$ cat src/rtl/apb_pkg.sv
// Shared types and constants for the APB master bridge and its wait timer.
package apb_pkg;

    localparam int AW_DEF = 9;
    localparam int DW_DEF = 8;

    localparam logic RD = 1'b1;
    localparam logic WR = 1'b0;

    typedef enum logic [1:0] {
        IDLE   = 2'd0,
        SETUP  = 2'd1,
        ACCESS = 2'd2
    } apb_state_e;

endpackage

$ cat src/rtl/apb_wait_timer.sv
// Saturating wait-state counter; flags expiry on the ACCESS cycle that would reach TIMEOUT.
module apb_wait_timer #(
    parameter int TIMEOUT = 16
) (
    input  logic pclk,
    input  logic preset,
    input  logic clear,
    input  logic count_en,
    output logic expired
);

    localparam int CW = (TIMEOUT > 0) ? $clog2(TIMEOUT + 1) : 1;
    localparam logic [CW-1:0] MAX_CNT  = CW'(TIMEOUT);
    localparam logic [CW-1:0] LAST_CNT = CW'((TIMEOUT > 0) ? TIMEOUT - 1 : 0);

    logic [CW-1:0] r_cnt;

    always_ff @(posedge pclk or posedge preset) begin
        if (preset) begin
            r_cnt <= '0;
        end else if (clear) begin
            r_cnt <= '0;
        end else if (count_en && (r_cnt != MAX_CNT)) begin
            r_cnt <= r_cnt + 1'b1;
        end
    end

    // The current stalled cycle is the TIMEOUT-th one when TIMEOUT-1 have already been counted.
    assign expired = (TIMEOUT > 0) && count_en && (r_cnt >= LAST_CNT);

endmodule

$ cat src/rtl/apb_master_bridge.sv
// Request-bus to two-slave APB3 master with pslverr/timeout completion status.
//   state  | meaning
//   IDLE   | no transfer, waiting for transfer=1
//   SETUP  | psel asserted for one cycle, penable low
//   ACCESS | penable high, waiting for selected pready or timeout
module apb_master_bridge
    import apb_pkg::*;
#(
    parameter int AW      = AW_DEF,
    parameter int DW      = DW_DEF,
    parameter int TIMEOUT = 16
) (
    input  logic          pclk,
    input  logic          preset,
    input  logic          transfer,
    input  logic          read_write,
    input  logic [AW-1:0] apb_write_paddr,
    input  logic [DW-1:0] apb_write_data,
    input  logic [AW-1:0] apb_read_paddr,
    output logic [DW-1:0] apb_read_data_out,
    output logic          xfer_done,
    output logic          xfer_err,
    output logic          psel1,
    output logic          psel2,
    output logic          penable,
    output logic          pwrite,
    output logic [AW-1:0] paddr,
    output logic [DW-1:0] pwdata,
    input  logic          pready1,
    input  logic          pready2,
    input  logic [DW-1:0] prdata1,
    input  logic [DW-1:0] prdata2,
    input  logic          pslverr1,
    input  logic          pslverr2
);

    apb_state_e    r_state;
    apb_state_e    w_next;
    logic          r_pwrite;
    logic [AW-1:0] r_addr;
    logic [DW-1:0] r_wdata;
    logic [DW-1:0] r_rdata;
    logic          r_done;
    logic          r_err;

    logic          w_sel2;
    logic          w_pready;
    logic [DW-1:0] w_prdata;
    logic          w_pslverr;
    logic          w_count_en;
    logic          w_expired;
    logic          w_capture;
    logic          w_complete;
    logic          w_abort;

    assign w_sel2     = r_addr[AW-1];
    assign w_pready   = w_sel2 ? pready2  : pready1;
    assign w_prdata   = w_sel2 ? prdata2  : prdata1;
    assign w_pslverr  = w_sel2 ? pslverr2 : pslverr1;
    assign w_count_en = (r_state == ACCESS) && !w_pready;

    apb_wait_timer #(
        .TIMEOUT (TIMEOUT)
    ) u_wait_timer (
        .pclk     (pclk),
        .preset   (preset),
        .clear    (r_state != ACCESS),
        .count_en (w_count_en),
        .expired  (w_expired)
    );

    always_comb begin
        w_next     = r_state;
        w_capture  = 1'b0;
        w_complete = 1'b0;
        w_abort    = 1'b0;
        case (r_state)
            IDLE: begin
                if (transfer) begin
                    w_capture = 1'b1;
                    w_next    = SETUP;
                end
            end
            SETUP: begin
                w_next = ACCESS;
            end
            ACCESS: begin
                // pready takes priority over a simultaneous timeout.
                if (w_pready) begin
                    w_complete = 1'b1;
                    if (transfer) begin
                        w_capture = 1'b1;
                        w_next    = SETUP;
                    end else begin
                        w_next = IDLE;
                    end
                end else if (w_expired) begin
                    w_abort = 1'b1;
                    w_next  = IDLE;
                end
            end
            default: begin
                w_next = IDLE;
            end
        endcase
    end

    always_ff @(posedge pclk or posedge preset) begin
        if (preset) begin
            r_state <= IDLE;
        end else begin
            r_state <= w_next;
        end
    end

    always_ff @(posedge pclk or posedge preset) begin
        if (preset) begin
            r_pwrite <= 1'b0;
            r_addr   <= '0;
            r_wdata  <= '0;
            r_rdata  <= '0;
            r_done   <= 1'b0;
            r_err    <= 1'b0;
        end else begin
            r_done <= w_complete || w_abort;
            r_err  <= (w_complete && w_pslverr) || w_abort;
            if (w_capture) begin
                r_pwrite <= ~read_write;
                r_addr   <= (read_write == RD) ? apb_read_paddr : apb_write_paddr;
                r_wdata  <= apb_write_data;
            end
            if (w_complete && !r_pwrite && !w_pslverr) begin
                r_rdata <= w_prdata;
            end
        end
    end

    assign psel1             = (r_state != IDLE) && !w_sel2;
    assign psel2             = (r_state != IDLE) &&  w_sel2;
    assign penable           = (r_state == ACCESS);
    assign pwrite            = r_pwrite;
    assign paddr             = r_addr;
    assign pwdata            = r_wdata;
    assign apb_read_data_out = r_rdata;
    assign xfer_done         = r_done;
    assign xfer_err          = r_err;

endmodule

$ cat config.mk
export PLATFORM = sky130hd
export DESIGN_NAME = apb_master_bridge
export DESIGN_NICKNAME = d
export VERILOG_FILES = /design/src/rtl/apb_pkg.sv /design/src/rtl/apb_wait_timer.sv /design/src/rtl/apb_master_bridge.sv
export SDC_FILE = /design/constraint.sdc
export NUM_CORES = 1
export LEC_CHECK = 0
export CAP_MARGIN = 20
export CORE_ASPECT_RATIO = 1.1
export CORE_UTILIZATION = 41
export DETAILED_ROUTE_END_ITERATION = 6
export GPL_ROUTABILITY_DRIVEN = 0
export GPL_TIMING_DRIVEN = 0
export HOLD_SLACK_MARGIN = 0.02
export PLACE_DENSITY = 0.8
export SETUP_SLACK_MARGIN = 0.3
export SYNTH_ARGS = -nofsm -noshare
export SYNTH_HDL_FRONTEND = slang
export SYNTH_SLANG_ARGS = --single-unit
$ cat constraint.sdc
create_clock -name pclk -period 2.35 [get_ports pclk]
set_input_delay 0.3525 -clock pclk [delete_from_list [all_inputs] [get_ports pclk]]
set_output_delay 0.3525 -clock pclk [all_outputs]
set_load 0.02 [all_outputs]
### Word level (Yosys, flattened, before mapping)

Cells that the tools add are included.

| word-level totals | value |
|---|---|
| input bits | 50 |
| register bits after elaboration | 35 |
| word-level logic and storage cells | 54 |
| output and inout bits | 31 |

| cells by class | value |
|---|---|
| reductions and logical operators | 18 |
| muxes and demuxes | 19 |
| $add $sub $neg | 1 |
| $lt $le $gt $ge | 1 |
| equality and inequality tests | 6 |
| bitwise operators | 1 |

Operator list:

| cell | count |
|---|---|
| $mux W1 | 10 |
| $mux W5 | 2 |
| $mux W9 | 1 |
| $logic_and A1 B1 Y1 | 8 |
| $mux W8 | 1 |
| $mux W2 | 3 |
| $pmux W2 S3 | 1 |
| $add A5 B1 Y5 const B | 1 |
| $ge A5 B4 Y1 const B | 1 |
| $ne A5 B5 Y1 const B | 1 |
| $logic_not A1 Y1 | 4 |
| $ne A2 B2 Y1 const B | 2 |
| $reduce_bool A2 Y1 | 2 |
| $ne A3 B1 Y1 const B | 1 |
| $eq A2 B1 Y1 const B | 1 |
| $eq A2 B2 Y1 const B | 1 |
| $logic_not A2 Y1 | 1 |
| $logic_or A1 B1 Y1 | 2 |
| $pmux W1 S2 | 1 |
| $reduce_and A2 Y1 | 1 |
| $not A1 Y1 | 1 |

### Logic depth before layout (Yosys ltp)

Gate-level depths: netlist of the first run.

| logic depth | value |
|---|---|
| depth after elaboration | 8 |
| gate-level depth with buffers | 6 |
| depth with buffers taken out | 6 |

### Cells and area by module

Synthesis of the first run repeated with hierarchy kept, for this count alone.

| unflattened totals | value |
|---|---|
| cells, all modules | 131 |
| area total of the unflattened synthesis | 1709.1 um^2 |

By module, submodules not included:

| module | cells an instance | instances | area each (um^2) | seq. area each (um^2) |
|---|---|---|---|---|
| apb_master_bridge | 98 | 1 | 1397.6 | 750.7 |
| apb_wait_timer | 33 | 1 | 311.5 | 125.1 |

### Worst setup path before layout of the first run

OpenSTA, ideal clock, no wires.

| path | value |
|---|---|
| path type | flip-flop to flip-flop |
| from | register r_addr[8] (netlist: paddr[8]) |
| to | register r_rdata[0] (netlist: apb_read_data_out[0]) |
| arrival time | 1.773 ns |
| stages on the path, launching flop included | 5 |
| required time | 2.225 ns |
| buffers on the path | 1 |
| path slack | 0.452 ns |
| period minus slack after synthesis | 1.898 ns |
| setup time | 0.125 ns |
| path through | dfrtp_1 > buf_6 > or3b_4 > a211oi_4 > mux2_2 |

| on the way | value |
|---|---|
| word-level cells in the longest chain between the ends | 5 |

RTL lines:

| item | RTL line | source |
|---|---|---|
| from (decl) | apb_master_bridge.sv:40 | `logic [AW-1:0] r_addr;` |
| from (signal assigned) | apb_master_bridge.sv:129 | `r_addr <= (read_write == RD) ? apb_read_paddr : apb_write_paddr;` |
| $mux W1 | apb_master_bridge.sv:57 | `assign w_pready = w_sel2 ? pready2 : pready1;` |
| $mux W1 | apb_master_bridge.sv:89 | `if (w_pready) begin` |
| $mux W1 | apb_master_bridge.sv:77 | `case (r_state)` |
| $logic_and A1 B1 Y1 (2 in a row) | apb_master_bridge.sv:132 | `if (w_complete && !r_pwrite && !w_pslverr) begin` |
| to (signal assigned) | apb_master_bridge.sv:133 | `r_rdata <= w_prdata;` |
| to (decl) | apb_master_bridge.sv:42 | `logic [DW-1:0] r_rdata;` |

Parallel ways exist; a longest one is shown, timed or not.
A chain may end at the register's enable or synchronous reset.

### Final worst setup path of the first run

| path | value |
|---|---|
| from | input port pready1 |
| to | register r_rdata[7] (netlist: apb_read_data_out[7]) |

| on the way | value |
|---|---|
| word-level cells in the longest chain between the ends | 5 |

RTL lines:

| item | RTL line | source |
|---|---|---|
| from (decl) | apb_master_bridge.sv:29 | `input logic pready1,` |
| $mux W1 | apb_master_bridge.sv:57 |  |
| $mux W1 | apb_master_bridge.sv:89 |  |
| $mux W1 | apb_master_bridge.sv:77 |  |
| $logic_and A1 B1 Y1 (2 in a row) | apb_master_bridge.sv:132 |  |

No other way between the ends.

==> metrics.yaml, run 1 <==
status: "finished, final reports clean"
finalWorstSetupSlack_ns: 0.3836
synth_top_area_frac: 0.5136
wl_mm: 4.156
gr-total-overflow: 0
rsz0062_at_grt: "false"
mappedNetlistNets: 180
slew_headroom: 0.4770
hold_buffers: 0
crit_path_start_kind: "primary input"
avgSynthCellArea_um2: 13.43
slowest_delay_ns: 0.53
initial_utilization: 0.4302
final_common_cell: "clkdlybuf4s50_1"
num_rows: 24
yosys_warnings: 0
max-vdd-ir-drop_mv: 0.6084
drt_iter0_drc: 44
synth_seq_cells: 35
cts_buffers: 5
finalSetupTns_ns: 0
root_buffer: "clkbuf_8"
htree_levels: 2
layout-drive-gt1-share: 0.2791
layout_common_cells: "clkdlybuf4s50_1, mux2_2, dfrtp_1"
wl_per_cell_um: 15.57
critPathMaxFanout: 8
cts.sinks: 35
antenna_found_initial: 0
path_cells: "clkdlybuf4s50_1, or3b_4, a211oi_4, mux2_2"
place_worst_setup_slack_ns: 0.01353
place_inst: 259
final_util: 0.6850
setup_violations: 0
arrival_ns: 2.14
fin_worst_skew_ns: 0.004094
drtPass1Iterations: 4
area_growth_pct: 59.21
vias: 1392
cp_top_family: "buffers and inverters"
antenna_left: 0
drc: 0
tightest_slew_ns: 0.7837
fmax_mhz: 508.5
p_leak_nw: 1.123
io_buffer_count: 79
fin_crit_sh: 0.8368
cts_setup_buffers: 0
hp-class: "reg -> reg"
synth_area_leader_cell: "dfrtp_1"
crit_slowest_cell: "clkdlybuf4s50_1"
critPathRequiredTime_ns: 2.52
dp_hpwl_mm: 3.198
layout.cells.non_filler: 267
yosysUniqueCellTypes: 26
powerDensity_mw_per_mm2: 1132
endpoint_kind: "register"
cts_buffer_depth: 2
ys_seq_area_frac: 0.5136
coreArea_mm2: 0.003964
grt_pass1_vias: 1488
die_area_mm2: 0.004421
maxCapViolations: 0
ioPinCount: 81
hold_viol: 0
grt_max_degree: 19
fin_nets: 267
fp.dieW_um: 63.49
synth.area.top_cells: "dfrtp_1, mux2_2, ha_1"
syn_inst: 127
slew_viol_final: 0
path_buf_inv: 1
netlist_area_mm2: 0.001705
grt_pass1_wl_mm: 6.920
post_drt_via_cell_ratio: 5.213
num_antenna_cells: 0
die_h_um: 69.64
groute.usage.overall: 0.2056
clk_pin_slew_worst_paths_ns: 0.07
period_minus_slack_ns: 1.966
cts_tree: "yes"
clock_latency_ns: 0.28
critPathKind: "in -> reg"
-- layout make-up --
class	count	area, µm²
Buffer	5	38.79
Clock buffer	6	82.58
Clock inverter	2	35.03
Fill cell	304	1249
Inverter	6	22.52
Multi-Input combinational cell	81	780.7
Sequential cell	35	875.8
Tap cell	52	65.06
Timing Repair Buffer	80	814.5
-- state kept, by name, indices dropped and copies added (netlist names) --
name,cells
xfer_err,1
apb_read_data_out,8
paddr,9
xfer_done,1
pwdata,8
pwrite,1
u_wait_timer.r_cnt,5
r_state,2
-- kinds of logic (layout without fill, tap and decap cells) --
| family | Yosys count | in the layout | share of synthesized area |
|---|---|---|---|
| adders and majority gates | 3 | 3 | 0.02201 |
| DFF | 35 | 35 | 0.5136 |
| AOI/OAI and AO/OA | 13 | 13 | 0.05503 |
| buffers and inverters | 11 | 99 | 0.03301 |
| muxes | 45 | 45 | 0.3030 |
| and+or+nand+nor | 20 | 20 | 0.07337 |
-- through the flow --
stage | instance area, µm² | power [mW] | hold slack (ns)
finish | 2715 | 3.073 | 0.5056
global route | 2715 | 3.237 | 0.5235
CTS | 2708 | 3.095 | 0.5108
detailed placement | 2589 | 2.538 | 0.4953
global placement | 2561 | 2.476 | 0.4900
floorplan | 1705 | 1.822 | 0.4831
-- where the power goes --
| group | leakage [nW] | internal (mW) | switching (mW) |
|---|---|---|---|
| clock | 0.0612 | 0.343 | 0.213 |
| sequential | 0.430 | 0.846 | 0.152 |
| combinational | 0.631 | 0.818 | 0.701 |
| total | 1.12 | 2.01 | 1.07 |
-- final timing paths --
kind,slack (ns),to,startpoint,cells past startpoint
hold / removal,0.51,apb_read_data_out[5],apb_read_data_out[5],1
hold reg to reg,0.51,apb_read_data_out[5],apb_read_data_out[5],1
max in group asynchronous,1.28,xfer_done,preset,3
setup reg to reg,0.45,apb_read_data_out[7],paddr[8],4
setup / recovery,0.38,apb_read_data_out[7],pready1,4
min in group asynchronous,0.52,apb_read_data_out[5],preset,2
-- synthesized netlist by cell type --
library cell,n
a211oi_4,1
a21oi_1,3
a21oi_2,1
a311oi_1,2
a31oi_1,2
and3_1,2
buf_1,1
buf_6,2
clkbuf_1,2
dfrtp_1,35
ha_1,3
inv_1,6
mux2_2,43
mux2i_1,1
mux2i_4,1
nand2b_1,3
nand3_1,4
nand3b_1,1
nand4_1,1
nand4bb_1,1
nor2_1,4
nor2b_1,1
nor4bb_1,1
o21ai_0,4
or3_1,1
or3b_4,1
-- per-layer routing --
metal | up-vias | GRT usage | part of all wire
met4 | 0 | 0.09343 | 0.015
li1 | 636 | - | -
met5 | - | 0 | 0
met3 | 8 | 0.03947 | 0.047
met2 | 62 | 0.3688 | 0.57
met1 | 686 | 0.2311 | 0.37
-- timing repair --
item | 4_1_cts | 5_1_grt
resized for setup | 6 | 1
pin swaps | 0 | 1
endpoints found under the setup margin | 3 | 16
Power figures use the tool's default switching activity.
==> run 2: changes to the inputs <==
- CORE_UTILIZATION: 41 -> 37
- PLACE_DENSITY: 0.8 -> 0.77
- clock period: 2.35 -> 1.65 ns (I/O delays scaled with it)
==> run 2 against run 1 <==
Compared with the run above:
- the run now ends with negative setup slack left
- routed wire length up 5.7%
- combinational power up 72%
- cell count increased by 7.9%
- non-clock buffer count increased by 20
- setup slack worse by 0.48 ns
- design area grew 14%
- critical path depth rose by 1
- die area is 10% higher
- count of clock-buffer cells in the layout is 1 higher
==> metrics.yaml, run 2 (synthesis gave the netlist of run 1 again) <==
rsz0062_at_grt: "true"
status: "complete, but fails checks"
dp_hpwl_mm: 3.030
drtPass1Iterations: 4
p_int_mw: 2.942
fin_worst_skew_ns: 0.007606
ioPinCount: 81
drc: 0
area_growth_pct: 81.36
fmax_mhz: 572.5
critPathRequiredTime_ns: 1.81
critPathMaxFanout: 8
initial_utilization: 0.3922
power_switching_mw: 1.677
p_leak_nw: 1.371
critPathKind: "reg -> reg"
fp.dieW_um: 66.73
antenna_found_initial: 0
cp_top_family: "flip-flops"
path_buf_inv: 2
groute.usage.overall: 0.1969
pwr-share-clk: 0.123
gr-total-overflow: 0
wl_mm: 4.392
layout-drive-gt1-share: 0.4274
ff2ff_setup_slack_ns: -0.1
finalWorstSetupSlack_ns: -0.09686
max-vdd-ir-drop_mv: 0.9110
violations: "negative setup slack"
p_total_mw: 4.619
n_fill_cell: 302
hold_slack_ns: 0.3959
r2r_end: "apb_read_data_out[0]"
period_minus_slack_ns: 1.747
largest_reg_flops: 9
wl_per_cell_um: 15.25
vias: 1427
slowest_delay_ns: 0.41
layout_common_cells: "clkdlybuf4s50_1, dfrtp_1, dlygate4sd2_1"
htree_levels: 2
slew_viol_final: 0
coreArea_mm2: 0.004348
die_h_um: 73.21
grt_max_degree: 19
hold_viol: 0
regToRegStartpoint: "paddr[8]"
post_drt_via_cell_ratio: 4.955
tightest_slew_ns: 0.7445
clock_latency_ns: 0.28
setup_violations: 26
cts_buffers: 5
crit_path_start_kind: "register"
final_util: 0.7114
power_frac_seq: 0.312
powerDensity_mw_per_mm2: 1493
cts_tree: "yes"
num_antenna_cells: 0
p_sw_frac: 0.3631
fin_nets: 287
crit_slowest_cell: "dfrtp_2"
cts_buffer_depth: 2
num_rows: 25
drt_iter0_drc: 35
root_buffer: "clkbuf_8"
endpoint_kind: "register"
pwr-share-comb: 0.565
grt_pass1_vias: 1486
die_area_mm2: 0.004885
cts.sinks: 35
fin_crit_sh: 1.059
arrival_ns: 1.91
grt_pass1_wl_mm: 7.065
reg2reg_depth: 5
final_common_cell: "clkdlybuf4s50_1"
slew_headroom: 0.5031
clk_pin_slew_worst_paths_ns: 0.07
antenna_left: 0
path_cells: "buf_6, or3b_4, a211oi_4, buf_12, mux2_4"
maxCapViolations: 0
io_buffer_count: 79
hp-class: "in -> async"
run 2: cell types whose count changed in the layout (fill, tap and decap cells not counted), moves of 15 or more:
cell	delta
buf_4	+15
clkdlybuf4s50_1	-29
dlygate4sd2_1	+24
mux2_2	-26
mux2_4	+26
run 2: area by class of cell:
| cell class | instances | area (µm²) | area share |
|---|---|---|---|
| inverters | 6 | 27.53 | 0.008900 |
| multi-input cells | 81 | 1017 | 0.3289 |
| repair buffers | 100 | 974.7 | 0.3151 |
| well taps | 54 | 67.56 | 0.02184 |
| plain buffers | 5 | 52.55 | 0.01699 |
| flip-flops and latches | 35 | 877.1 | 0.2836 |
| clock buffers | 7 | 76.32 | 0.02468 |
run 2: metrics by stage:
step | area (µm²) | setup WS (ns) | cells | setup TNS [ns]
final | 3093 | -0.09686 | 288 | -1.597
after global routing | 3093 | -0.1393 | 288 | -3.023
after CTS | 3034 | -0.1346 | 284 | -2.185
after detailed placement | 2691 | -0.5523 | 261 | -10.91
after global placement | 2664 | -0.5102 | 260 | -13.98
after floorplan | 1805 | -0.1965 | 127 | -2.764
run 2: worst max-delay path by stage:
| stage | depth (start not counted) | end | start | slack (ns) |
|---|---|---|---|---|
| 2_1_floorplan | 4 | apb_read_data_out[0] | paddr[8] | -0.20 |
| 3_3_place_gp | 4 | apb_read_data_out[6] | pready1 | -0.51 |
| 3_5_place_dp | 4 | apb_read_data_out[0] | pready1 | -0.55 |
| 4_1_cts | 5 | apb_read_data_out[0] | paddr[8] | -0.13 |
| 5_1_grt | 7 | paddr[1] | paddr[8] | -0.14 |
| 6_report | 5 | apb_read_data_out[0] | paddr[8] | -0.1 |
run 2: per-layer routing:
metal	GRT usage	routed length, µm	vias up
li1	-	-	668
met1	0.2396	1816	694
met2	0.3345	2282	60
met3	0.05000	249	5
met4	0.06856	42	0
met5	0	0	-
run 2: power by group through the flow:
| stage | Combinational [mW] | Sequential, mW | Clock [mW] |
|---|---|---|---|
| floorplan | 0.955 | 1.81 | 0 |
| global placement | 2.28 | 1.44 | 0 |
| detailed placement | 2.34 | 1.44 | 0 |
| CTS | 2.53 | 1.44 | 0.586 |
| global route | 2.77 | 1.49 | 0.629 |
| finish | 2.61 | 1.44 | 0.568 |
run 2: timing repair:
| item | CTS | global route |
|---|---|---|
| endpoints found under the setup margin | 61 | 40 |
| buffers inserted | 15 | 4 |
| gates cloned | 1 | 0 |
| hold buffers | 0 | 0 |
| gates resized for setup | 79 | 11 |
| pin swaps | 11 | 2 |
